--- src/rtl/gat_pkg.sv ---
// Shared definitions for the GAT BRAM port adapter: FSM encoding, error bit
// positions and the legal read-latency range.
package gat_pkg;

  typedef enum logic [1:0] {
    ST_IDLE    = 2'd0,
    ST_LOADING = 2'd1,
    ST_RUN     = 2'd2,
    ST_DONE    = 2'd3
  } gat_state_e;

  localparam int unsigned ERR_MISALIGN    = 0;
  localparam int unsigned ERR_NOT_LOADING = 1;

  localparam int unsigned RD_LAT_MIN = 1;
  localparam int unsigned RD_LAT_MAX = 4;

  // core_ready is ignored until the core has been running this many cycles
  localparam int unsigned RUN_MIN_AGE = 2;

  function automatic bit rd_latency_ok(input int unsigned lat);
    return (lat >= RD_LAT_MIN) && (lat <= RD_LAT_MAX);
  endfunction

endpackage

--- src/rtl/gat_wr_channel.sv ---
// One host write channel: alignment check, one register stage towards the
// core BRAM port, and a saturating accepted-write counter.
module gat_wr_channel #(
  parameter int unsigned TOP_WIDTH = 32,
  parameter int unsigned ADDR_W    = 20
) (
  input  logic                 clk,
  input  logic                 rst_n,
  input  logic                 wr_ena,
  input  logic                 wr_wea,
  input  logic [ADDR_W-1:0]    wr_addr,
  input  logic [TOP_WIDTH-1:0] wr_din,
  input  logic                 allow,
  input  logic                 cnt_clr,
  output logic                 accept,
  output logic                 misaligned,
  output logic                 core_ena,
  output logic                 core_wea,
  output logic [ADDR_W-3:0]    core_addra,
  output logic [TOP_WIDTH-1:0] core_din,
  output logic [ADDR_W-1:0]    wr_cnt
);

  localparam logic [ADDR_W-1:0] CNT_ONE = ADDR_W'(1);

  logic                 req;
  logic                 ena_q, ena_d;
  logic [ADDR_W-3:0]    addra_q, addra_d;
  logic [TOP_WIDTH-1:0] din_q, din_d;
  logic [ADDR_W-1:0]    cnt_q, cnt_d;
  logic [ADDR_W-1:0]    cnt_base;

  assign req        = wr_ena & wr_wea;
  assign misaligned = req & (wr_addr[1:0] != 2'b00);
  assign accept     = req & ~misaligned & allow;

  always_comb begin
    ena_d   = accept;
    addra_d = addra_q;
    din_d   = din_q;
    if (accept) begin
      addra_d = wr_addr[ADDR_W-1:2];
      din_d   = wr_din;
    end
    // A clear and an accept in the same cycle leave the count at one
    cnt_base = cnt_clr ? '0 : cnt_q;
    cnt_d    = cnt_base;
    if (accept && (cnt_base != '1)) begin
      cnt_d = cnt_base + CNT_ONE;
    end
  end

  always_ff @(posedge clk) begin
    if (!rst_n) begin
      ena_q   <= 1'b0;
      addra_q <= '0;
      din_q   <= '0;
      cnt_q   <= '0;
    end else begin
      ena_q   <= ena_d;
      addra_q <= addra_d;
      din_q   <= din_d;
      cnt_q   <= cnt_d;
    end
  end

  assign core_ena   = ena_q;
  assign core_wea   = ena_q;
  assign core_addra = addra_q;
  assign core_din   = din_q;
  assign wr_cnt     = cnt_q;

endmodule

--- src/rtl/gat_bram_port_adapter.sv ---
// Host-to-core BRAM port adapter for the GAT accelerator: per-channel write
// staging, load/run/done sequencing and a pipelined feature read-back path.
module gat_bram_port_adapter
  import gat_pkg::*;
#(
  parameter int unsigned TOP_WIDTH  = 32,
  parameter int unsigned NUM_CH     = 3,
  parameter int unsigned ADDR_W     = 20,
  parameter int unsigned RD_LATENCY = 2
) (
  input  logic                          clk,
  input  logic                          rst_n,
  input  logic [NUM_CH-1:0]             wr_ena,
  input  logic [NUM_CH-1:0]             wr_wea,
  input  logic [NUM_CH*ADDR_W-1:0]      wr_addra,
  input  logic [NUM_CH*TOP_WIDTH-1:0]   wr_din,
  input  logic [NUM_CH-1:0]             load_done_in,
  input  logic                          layer_in,
  input  logic                          core_ready,
  output logic [NUM_CH-1:0]             core_ena,
  output logic [NUM_CH-1:0]             core_wea,
  output logic [NUM_CH*(ADDR_W-2)-1:0]  core_addra,
  output logic [NUM_CH*TOP_WIDTH-1:0]   core_din,
  output logic [NUM_CH-1:0]             core_load_done,
  output logic                          core_layer,
  output logic                          core_start,
  input  logic                          rd_req,
  input  logic [ADDR_W-1:0]             rd_addr,
  output logic [ADDR_W-3:0]             core_rd_addr,
  input  logic [TOP_WIDTH-1:0]          core_rd_dout,
  output logic                          rd_valid,
  output logic [TOP_WIDTH-1:0]          rd_data,
  output logic [1:0]                    state_o,
  output logic [1:0]                    err_o,
  output logic [NUM_CH*ADDR_W-1:0]      wr_cnt
);

  localparam int unsigned AW2 = ADDR_W - 2;

  if (!rd_latency_ok(RD_LATENCY)) begin : g_bad_rd_latency
    $error("gat_bram_port_adapter: RD_LATENCY out of range");
  end

  gat_state_e          state_q, state_d;
  logic [1:0]          age_q, age_d;
  logic                start_q, start_d;
  logic                layer_q, layer_d;
  logic [NUM_CH-1:0]   ld_q, ld_d;
  logic [1:0]          err_q, err_d;
  logic [RD_LATENCY-1:0] rd_pipe_q, rd_pipe_d;

  logic [NUM_CH-1:0]   wr_req;
  logic [NUM_CH-1:0]   ch_accept;
  logic [NUM_CH-1:0]   ch_misaligned;
  logic                allow;
  logic                cnt_clr;
  logic                rd_addr_unused;

  assign wr_req  = wr_ena & wr_wea;
  assign allow   = (state_q != ST_RUN);
  assign cnt_clr = (state_q == ST_DONE) && (|ch_accept);

  for (genvar k = 0; k < NUM_CH; k++) begin : g_ch
    gat_wr_channel #(
      .TOP_WIDTH (TOP_WIDTH),
      .ADDR_W    (ADDR_W)
    ) u_ch (
      .clk        (clk),
      .rst_n      (rst_n),
      .wr_ena     (wr_ena[k]),
      .wr_wea     (wr_wea[k]),
      .wr_addr    (wr_addra[k*ADDR_W +: ADDR_W]),
      .wr_din     (wr_din[k*TOP_WIDTH +: TOP_WIDTH]),
      .allow      (allow),
      .cnt_clr    (cnt_clr),
      .accept     (ch_accept[k]),
      .misaligned (ch_misaligned[k]),
      .core_ena   (core_ena[k]),
      .core_wea   (core_wea[k]),
      .core_addra (core_addra[k*AW2 +: AW2]),
      .core_din   (core_din[k*TOP_WIDTH +: TOP_WIDTH]),
      .wr_cnt     (wr_cnt[k*ADDR_W +: ADDR_W])
    );
  end

  always_comb begin
    state_d = state_q;
    age_d   = age_q;
    start_d = 1'b0;
    layer_d = layer_q;
    err_d   = err_q;

    ld_d = ld_q;
    if (cnt_clr) begin
      ld_d = '0;
    end else if ((state_q == ST_IDLE) || (state_q == ST_LOADING)) begin
      ld_d = ld_q | load_done_in;
    end

    if (|ch_misaligned) begin
      err_d[ERR_MISALIGN] = 1'b1;
    end
    if ((state_q == ST_RUN) && (|wr_req)) begin
      err_d[ERR_NOT_LOADING] = 1'b1;
    end

    // Start fires on the edge where the last done flag latches
    case (state_q)
      ST_IDLE: begin
        if (|wr_req) state_d = ST_LOADING;
      end
      ST_LOADING: begin
        if (&ld_d) begin
          state_d = ST_RUN;
          start_d = 1'b1;
          layer_d = layer_in;
          age_d   = '0;
        end
      end
      ST_RUN: begin
        if (age_q < 2'(RUN_MIN_AGE)) age_d = age_q + 2'd1;
        if (core_ready && (age_q >= 2'(RUN_MIN_AGE))) state_d = ST_DONE;
      end
      ST_DONE: begin
        if (|ch_accept) state_d = ST_LOADING;
      end
      default: state_d = ST_IDLE;
    endcase

    rd_pipe_d    = '0;
    rd_pipe_d[0] = rd_req && (state_q == ST_DONE);
    for (int unsigned i = 1; i < RD_LATENCY; i++) begin
      rd_pipe_d[i] = rd_pipe_q[i-1];
    end
  end

  always_ff @(posedge clk) begin
    if (!rst_n) begin
      state_q   <= ST_IDLE;
      age_q     <= '0;
      start_q   <= 1'b0;
      layer_q   <= 1'b0;
      ld_q      <= '0;
      err_q     <= '0;
      rd_pipe_q <= '0;
    end else begin
      state_q   <= state_d;
      age_q     <= age_d;
      start_q   <= start_d;
      layer_q   <= layer_d;
      ld_q      <= ld_d;
      err_q     <= err_d;
      rd_pipe_q <= rd_pipe_d;
    end
  end

  assign core_start     = start_q;
  assign core_layer     = layer_q;
  assign core_load_done = ld_q;
  assign state_o        = state_q;
  assign err_o          = err_q;

  // The feature BRAM delivers data RD_LATENCY cycles after the address
  assign core_rd_addr   = rd_addr[ADDR_W-1:2];
  assign rd_addr_unused = ^rd_addr[1:0];
  assign rd_valid       = rd_pipe_q[RD_LATENCY-1];
  assign rd_data        = rd_valid ? core_rd_dout : '0;

endmodule

--- config.mk ---
export PLATFORM = sky130hd
export DESIGN_NAME = gat_bram_port_adapter
export DESIGN_NICKNAME = d
export VERILOG_FILES = /design/src/rtl/gat_pkg.sv /design/src/rtl/gat_wr_channel.sv /design/src/rtl/gat_bram_port_adapter.sv
export SDC_FILE = /design/constraint.sdc
export NUM_CORES = 1
export LEC_CHECK = 0
export ABC_AREA = 1
export ABC_CLOCK_PERIOD_IN_PS = 3100
export CAP_MARGIN = 30
export CORE_AREA = 2 2 196 198
export CTS_BUF_LIST = sky130_fd_sc_hd__clkbuf_8
export DETAILED_ROUTE_END_ITERATION = 10
export DIE_AREA = 0 0 198 200
export SETUP_SLACK_MARGIN = 0.2
export SLEW_MARGIN = 30
export SYNTH_ARGS = -nofsm -noshare
export SYNTH_HDL_FRONTEND = slang
export SYNTH_SLANG_ARGS = --single-unit
--- constraint.sdc ---
create_clock -name clk -period 3.1 [get_ports clk]
set_clock_uncertainty 0.2 [all_clocks]
set_input_delay 0.465 -clock clk [delete_from_list [all_inputs] [get_ports clk]]
set_output_delay 0.465 -clock clk [all_outputs]
set_load 0.005 [all_outputs]
### Word-level counts from Yosys, hierarchy flattened

Index checks and enable logic that the tools add are counted.

* $add $sub $neg: 4
* bitwise operators: 17
* multiplexer cells: 18
* reductions and logical operators: 21
* equality and inequality tests: 12
* $lt $le $gt $ge: 2

Operators with widths (count)
* $mux 20: 6
* $add 20x1->20 const B: 3
* $ne 20x20->1 const B: 3
* $mux 32: 1
* $and 1x1->1: 12
* $mux 2: 6
* $ne 2x1->1 const B: 5
* $reduce_or 3->1: 3
* $pmux 2 s4: 1
* $reduce_and 4->1: 2
* $reduce_bool 2->1: 4
* $logic_and 1x1->1: 7
* $mux 3: 2
* $reduce_and 3->1: 2
* $eq 2x2->1 const B: 2
* $pmux 2 s2: 1
* $and 3x3->3: 1
* $not 1->1: 3
* $or 3x3->3: 1
* $add 2x1->2 const B: 1
* $eq 2x1->1 const B: 1
* $ge 2x2->1 const B: 1
* $logic_not 2->1: 1
* $lt 2x2->1 const B: 1
* other kinds (4): 4

* register bits after elaboration: 226

### Logic depth before layout (Yosys ltp)

* word-level depth: 11
* mapped depth: 23

### Modules after synthesis

Synthesis repeated with hierarchy kept, for this count alone.

* cells, all modules: 1582
* area, all modules: 10877.9 um2

Modules (own cells, without submodules)
* gat_wr_channel: instances 3, cells each 467, area an instance 3273.1 um2, sequential area each 1421.4 um2
* gat_bram_port_adapter: instances 1, cells each 181, area an instance 1058.5 um2, sequential area each 260.2 um2

### Worst setup path before layout

OpenSTA, ideal clock, no wires.

* path kind: register to register
* start: register state_q[0], in the netlist state_o[0]
* end: register g_ch[0].u_ch.cnt_q[17]
* stages on the path, launching flop included: 22
* period minus slack after synthesis: 3.152 ns
* arrival time: 2.837 ns
* setup slack: -0.052 ns
* library setup time: 0.115 ns
* data required time: 2.785 ns
* cells stage by stage: dfxtp_1 -> inv_1 -> ha_1 -> nor2_1 -> nand2_2 -> nand3_2 -> nand2_4 -> buf_12 -> buf_12 -> buf_4 -> buf_4 -> nand2_1 -> inv_1 -> ha_1 -> nand2_1 -> nor2_4 -> nand2_1 -> nor2_2 -> nand3_4 -> buf_2 -> a21oi_1 -> nor2_1

* longest elaborated chain between the ends: 8
* elaborated cells between the ends (all ways): 12
* classes of those cells: add/sub: 1; eq/ne: 3; mux: 2; bitwise: 3; reduce/logical: 3

RTL lines
* start, declared: RTL line gat_bram_port_adapter.sv:44 `gat_state_e state_q, state_d;`
* start signal, assigned: RTL line gat_bram_port_adapter.sv:147 `state_q <= state_d;`
* parallel branches: the longest is 7 deep, another holds $add 20x1->20
* $mux 20 *: RTL line gat_wr_channel.sv:48 `if (accept && (cnt_base != '1)) begin`
* end signal, assigned: RTL line gat_wr_channel.sv:63 `cnt_q <= cnt_d;`
* end, declared: RTL line gat_wr_channel.sv:30 `logic [ADDR_W-1:0] cnt_q, cnt_d;`

Every way passes the cells marked *.
A chain may end at the register's enable or synchronous reset.

### Final worst setup path

* start: register state_q[0], in the netlist state_o[0]
* end: register g_ch[0].u_ch.cnt_q[6]

The elaborated chain is that of the path after synthesis.

==> metrics.md <==
| Metric | Value |
|---|---|
| Total clock buffers created by CTS | 44 |
| Type of origin of the critical path | flop |
| Clock slew at the register clock pins of the worst setup and hold paths | 0.06 ns |
| Worst-case vdd ir drop | 0.312 mV |
| Wire length the detailed router placed on met1 | 15.3 mm |
| Fraction of layout cells with a size suffix above 1 | 12.4% |
| Total area of sequential cells | between 4000 and 5000 um2 |
| Setup TNS after final layout | 0 ns |
| Min Tclk post-route | roughly 2.8 ns |
| Count of filler cells inserted in the layout | approximately 3800 |
| Worst Hold Slack | ~0.22 ns |
| Final weighted congestion of routability-driven global placement | 0.849 |
| Top achievable clock speed | about 360 MHz |
| Logic pwr share | around 16% |
| Unique cell type count in the Yosys netlist | 41 |
| Total overflow reported by the global router | 0 |
| Crit Path Category | flop to flop |
| Critical Path AT | about 3.0 ns |
| Detailed-route via count | approximately 11000 |
| Internal power component | roughly 5.5 mW |
| Fraction of the yosys area taken by sequential cells | between 40% and 50% |
| Starting Density | between 20% and 30% |
| Number of nets in the layout | around 2200 |
| Number of antenna violations at the first check in global routing | 1 |
| Number of storage elements in the synthesis netlist | approximately 230 |
| Die Wd | ~200 um |
| Die footprint | 39600 um2 |
| Total number of H-tree levels | 2 |
| Cell mode on critical path | sky130_fd_sc_hd__buf_4 |
| Kind of end point of the critical path | flop |
| Area of all placed cells without fillers | ~17000 um2 |
| Combined area of all synthesized cells | 10400 um2 |
| Cell at the root of the clock tree | sky130_fd_sc_hd__clkbuf_8 |
| Total leakage power | ~6.8 nW |
| Post-synth net total | about 1700 |
| Clock latency on the worst-skew pair | 0.59 ns |
| Placed cell area | between 15000 and 20000 um2 |
| Multi-input gate area in the final layout | 4990 um2 |
| Max-slew headroom | between 50% and 60% |
| Top layer reached by signal wires | met4 |
| Core box area | 37400 um2 |
| Power spent charging and discharging nets | a little under 2 mW |
| Worst path cell trace | inv_4 -> ha_4 -> inv_2 -> nand3_2 -> nand3_2 -> nand2_4 -> inv_1 -> buf_12 -> nor2_4 -> ha_4 -> buf_4 -> nand4_1 -> nor3_2 -> buf_4 -> buf_4 -> nand2_1 -> o21ai_1 -> nor2_1 |
| Number of global-route vias before repair | around 11000 |
| Tot GR Track Use | between 10% and 20% |
| Clock sink total | 226 |
| Share of power burned in the clock network | around 43% |
| Outcome | finished clean |
| Post-Synthesis Mean Instance Area | slightly below 7 um2 |
| Placement row count | 71 |
| Final core utilization | 45.5% |
| Switching fraction of total power | approximately a quarter |
| Number of pins exceeding their max-slew limit in the final report | 0 |
| Number of hold violations in the final report | 0 |
| CTS tree | yes |
| Power density over cell area | ~440 nW/um2 |
| Wire length of the first global-routing pass | about 58 mm |
| Die Ht | 200 um |
| Overall power after layout | around 7.5 mW |
| PnR worst setup slack | ~0.35 ns |
| Total length of routed wires | 38.3 mm |
| Count of endpoints failing setup in the final report | 0 |
| First DRT Iteration DRCs | between 400 and 500 |
| Tcrit/Tclk final | around 90% |
| Unrepaired setup endpoints after global routing | false |
| CP Data Required Time | ~3.4 ns |
| Path category of the worst min-delay check | flop to flop |
| Library cell contributing the largest single delay on the critical path | sky130_fd_sc_hd__dfxtp_4 |
| Area Growth Syn to Fin | 62.8% |
| Transition time of the tightest slew-check pin | between 0.6 and 0.7 ns |
| Detailed route wirelength on metal3 | 3.38 mm |
| Pin count of the biggest net entering global routing | between 100 and 150 |
| Number of design rule violations left after detail routing | 0 |
| Hpwl dp | ~28 mm |
| Count of max-cap constraint violations | 0 |
| Biggest cell delay along the critical path | around 0.36 ns |
| Quantity of I/O buffers inserted on ports | 459 |
| Number of enable flip-flop cells after synthesis | 0 |
| Routed length on met2 | between 15 and 20 mm |
| Number of nets with antenna violations after routing | 0 |
| Commonest register cell after synthesis | sky130_fd_sc_hd__dfxtp_1 |
| Via density per instance | between 4 and 5 |
| Instance count after placement with tap cells included | 2471 |
| Largest delay contributor family on the critical path | simple AND/OR/NAND/NOR gates |
| Wirelength per Cell | between 10 and 15 um |
| Warning count from the yosys run | 0 |
| Max Buffers Root-to-Sink | 3 |
| Worst-case setup slack after placement | -0.131 ns |
| Largest fanout on the critical path | 6 |
| I/O pin cnt | about 500 |
| Fraction of power consumed by sequential logic | 41.7% |
| Buffers and inverters on the worst path | 7 |
| Final std cells w/o fill | ~2600 |
| Length of the first detailed-routing pass in iterations | 5 |
| FFs w/ async S/R, synth | 0% |
| Mapped Cells | between 1500 and 2000 |
## layer usage
metal,track usage (%),vias up
met2,32.9,387
met5,0,-
met1,20.8,5174
met3,6.57,69
met4,6.21,0
li1,-,5749
## layout make-up
cell class	instances	area share, %
inverter	137	3.05
timing repair buffer	552	31.6
clock buffer	58	4.69
tap	511	3.76
clock inverter	20	0.876
sequential	226	26.6
antenna	2	0.0294
multi-input combinational	1055	29.4
## worst min-delay path: cells and delay by family, from the launching register on
family                 cells  cell delay [ns]
buffers and inverters      1             0.04
AND/OR/NAND/NOR            1             0.05
flip-flops                 1             0.31
## flip-flops by register name, summed over array words and instances (netlist names)
register,cells
err_o,2
core_load_done,3
age_q,2
core_layer,1
g_ch.u_ch.wr_cnt,60
g_ch.u_ch.core_din,96
rd_pipe_q,2
g_ch.u_ch.core_ena,3
state_o,2
core_start,1
g_ch.u_ch.core_addra,54
## synth_stat cells, types with 2 or more instances
library cell | n | area (um2)
sky130_fd_sc_hd__nand4_1 | 16 | 100
sky130_fd_sc_hd__inv_1 | 131 | 492
sky130_fd_sc_hd__and2_1 | 2 | 12.5
sky130_fd_sc_hd__nor2_2 | 17 | 106
sky130_fd_sc_hd__clkinv_1 | 2 | 7.51
sky130_fd_sc_hd__nand3_2 | 13 | 130
sky130_fd_sc_hd__nand2_2 | 9 | 56.3
sky130_fd_sc_hd__buf_4 | 27 | 203
sky130_fd_sc_hd__xnor2_1 | 2 | 17.5
sky130_fd_sc_hd__nor2_1 | 335 | 1260
sky130_fd_sc_hd__nand3_1 | 74 | 370
sky130_fd_sc_hd__ha_1 | 8 | 100
sky130_fd_sc_hd__a21boi_0 | 2 | 15.0
sky130_fd_sc_hd__buf_12 | 3 | 60.1
sky130_fd_sc_hd__xor2_1 | 13 | 114
sky130_fd_sc_hd__nand2_1 | 326 | 1220
sky130_fd_sc_hd__nor3_2 | 4 | 40.0
sky130_fd_sc_hd__nand2_4 | 2 | 22.5
sky130_fd_sc_hd__buf_6 | 5 | 56.3
sky130_fd_sc_hd__o21ai_0 | 111 | 556
sky130_fd_sc_hd__nor3_1 | 6 | 30.0
sky130_fd_sc_hd__a21oi_1 | 88 | 440
sky130_fd_sc_hd__clkbuf_1 | 47 | 176
sky130_fd_sc_hd__a21oi_2 | 2 | 17.5
sky130_fd_sc_hd__nand3_4 | 3 | 52.6
sky130_fd_sc_hd__inv_2 | 4 | 15.0
sky130_fd_sc_hd__buf_2 | 4 | 20.0
sky130_fd_sc_hd__nand3b_1 | 3 | 22.5
sky130_fd_sc_hd__buf_1 | 12 | 45.0
sky130_fd_sc_hd__dfxtp_1 | 226 | 4520
sky130_fd_sc_hd__nor2_4 | 7 | 78.8
## path summary, 6_finish.rpt
check,depth (start not counted),startpoint,endpoint,slack (ns)
setup / recovery,18,state_o[0],g_ch[0].u_ch.wr_cnt[6],0.35
hold / removal,2,rd_pipe_q[0],rd_pipe_q[1],0.22
setup reg to reg,18,state_o[0],g_ch[0].u_ch.wr_cnt[6],0.35
hold reg to reg,2,rd_pipe_q[0],rd_pipe_q[1],0.22
## power by group through the flow
stage | logic, mW | clock network (mW) | registers (mW)
2_1_floorplan | 0.476 | 0 | 3.18
3_3_place_gp | 1.14 | 0 | 3.18
3_5_place_dp | 1.15 | 0 | 3.18
4_1_cts | 1.16 | 3.31 | 3.12
5_1_grt | 1.29 | 3.44 | 3.14
6_report | 1.17 | 3.21 | 3.12
## what timing repair did
item / in CTS / in global routing
gates resized for setup: 0 / 27
endpoints found under the setup margin: 4 / 58
setup buffers: 0 / 7
cloned: 0 / 3
hold buffers: 0 / 0
pin swaps: 1 / 14
## cell usage in the layout, fill, tap and decap left out, drive strengths merged
master / n
a211oi: 1
a21boi: 3
a21oi: 90
a22oi: 1
and2: 3
buf: 94
bufinv: 2
clkbuf: 58
clkdlybuf4s50: 458
clkinv: 6
clkinvlp: 1
dfxtp: 226
diode: 2
ha: 8
inv: 148
nand2: 337
nand3: 92
nand3b: 4
nand4: 16
nor2: 360
nor3: 10
nor4: 1
o21a: 1
o21ai: 112
o22ai: 1
xnor2: 2
xor2: 13
## logic make-up (layout without fill, tap and decap cells)
kind of cell	Yosys count	after routing	share of synthesized area, %
and+or+nand+nor	820	823	33.8
buffers and inverters	236	767	10.4
DFF	226	226	43.3
AOI/OAI and AO/OA	209	209	10.2
xor gates and xnor gates	15	15	1.26
adders and majority gates	8	8	0.959
other	0	2	0
Power figures use the tool's default switching activity.
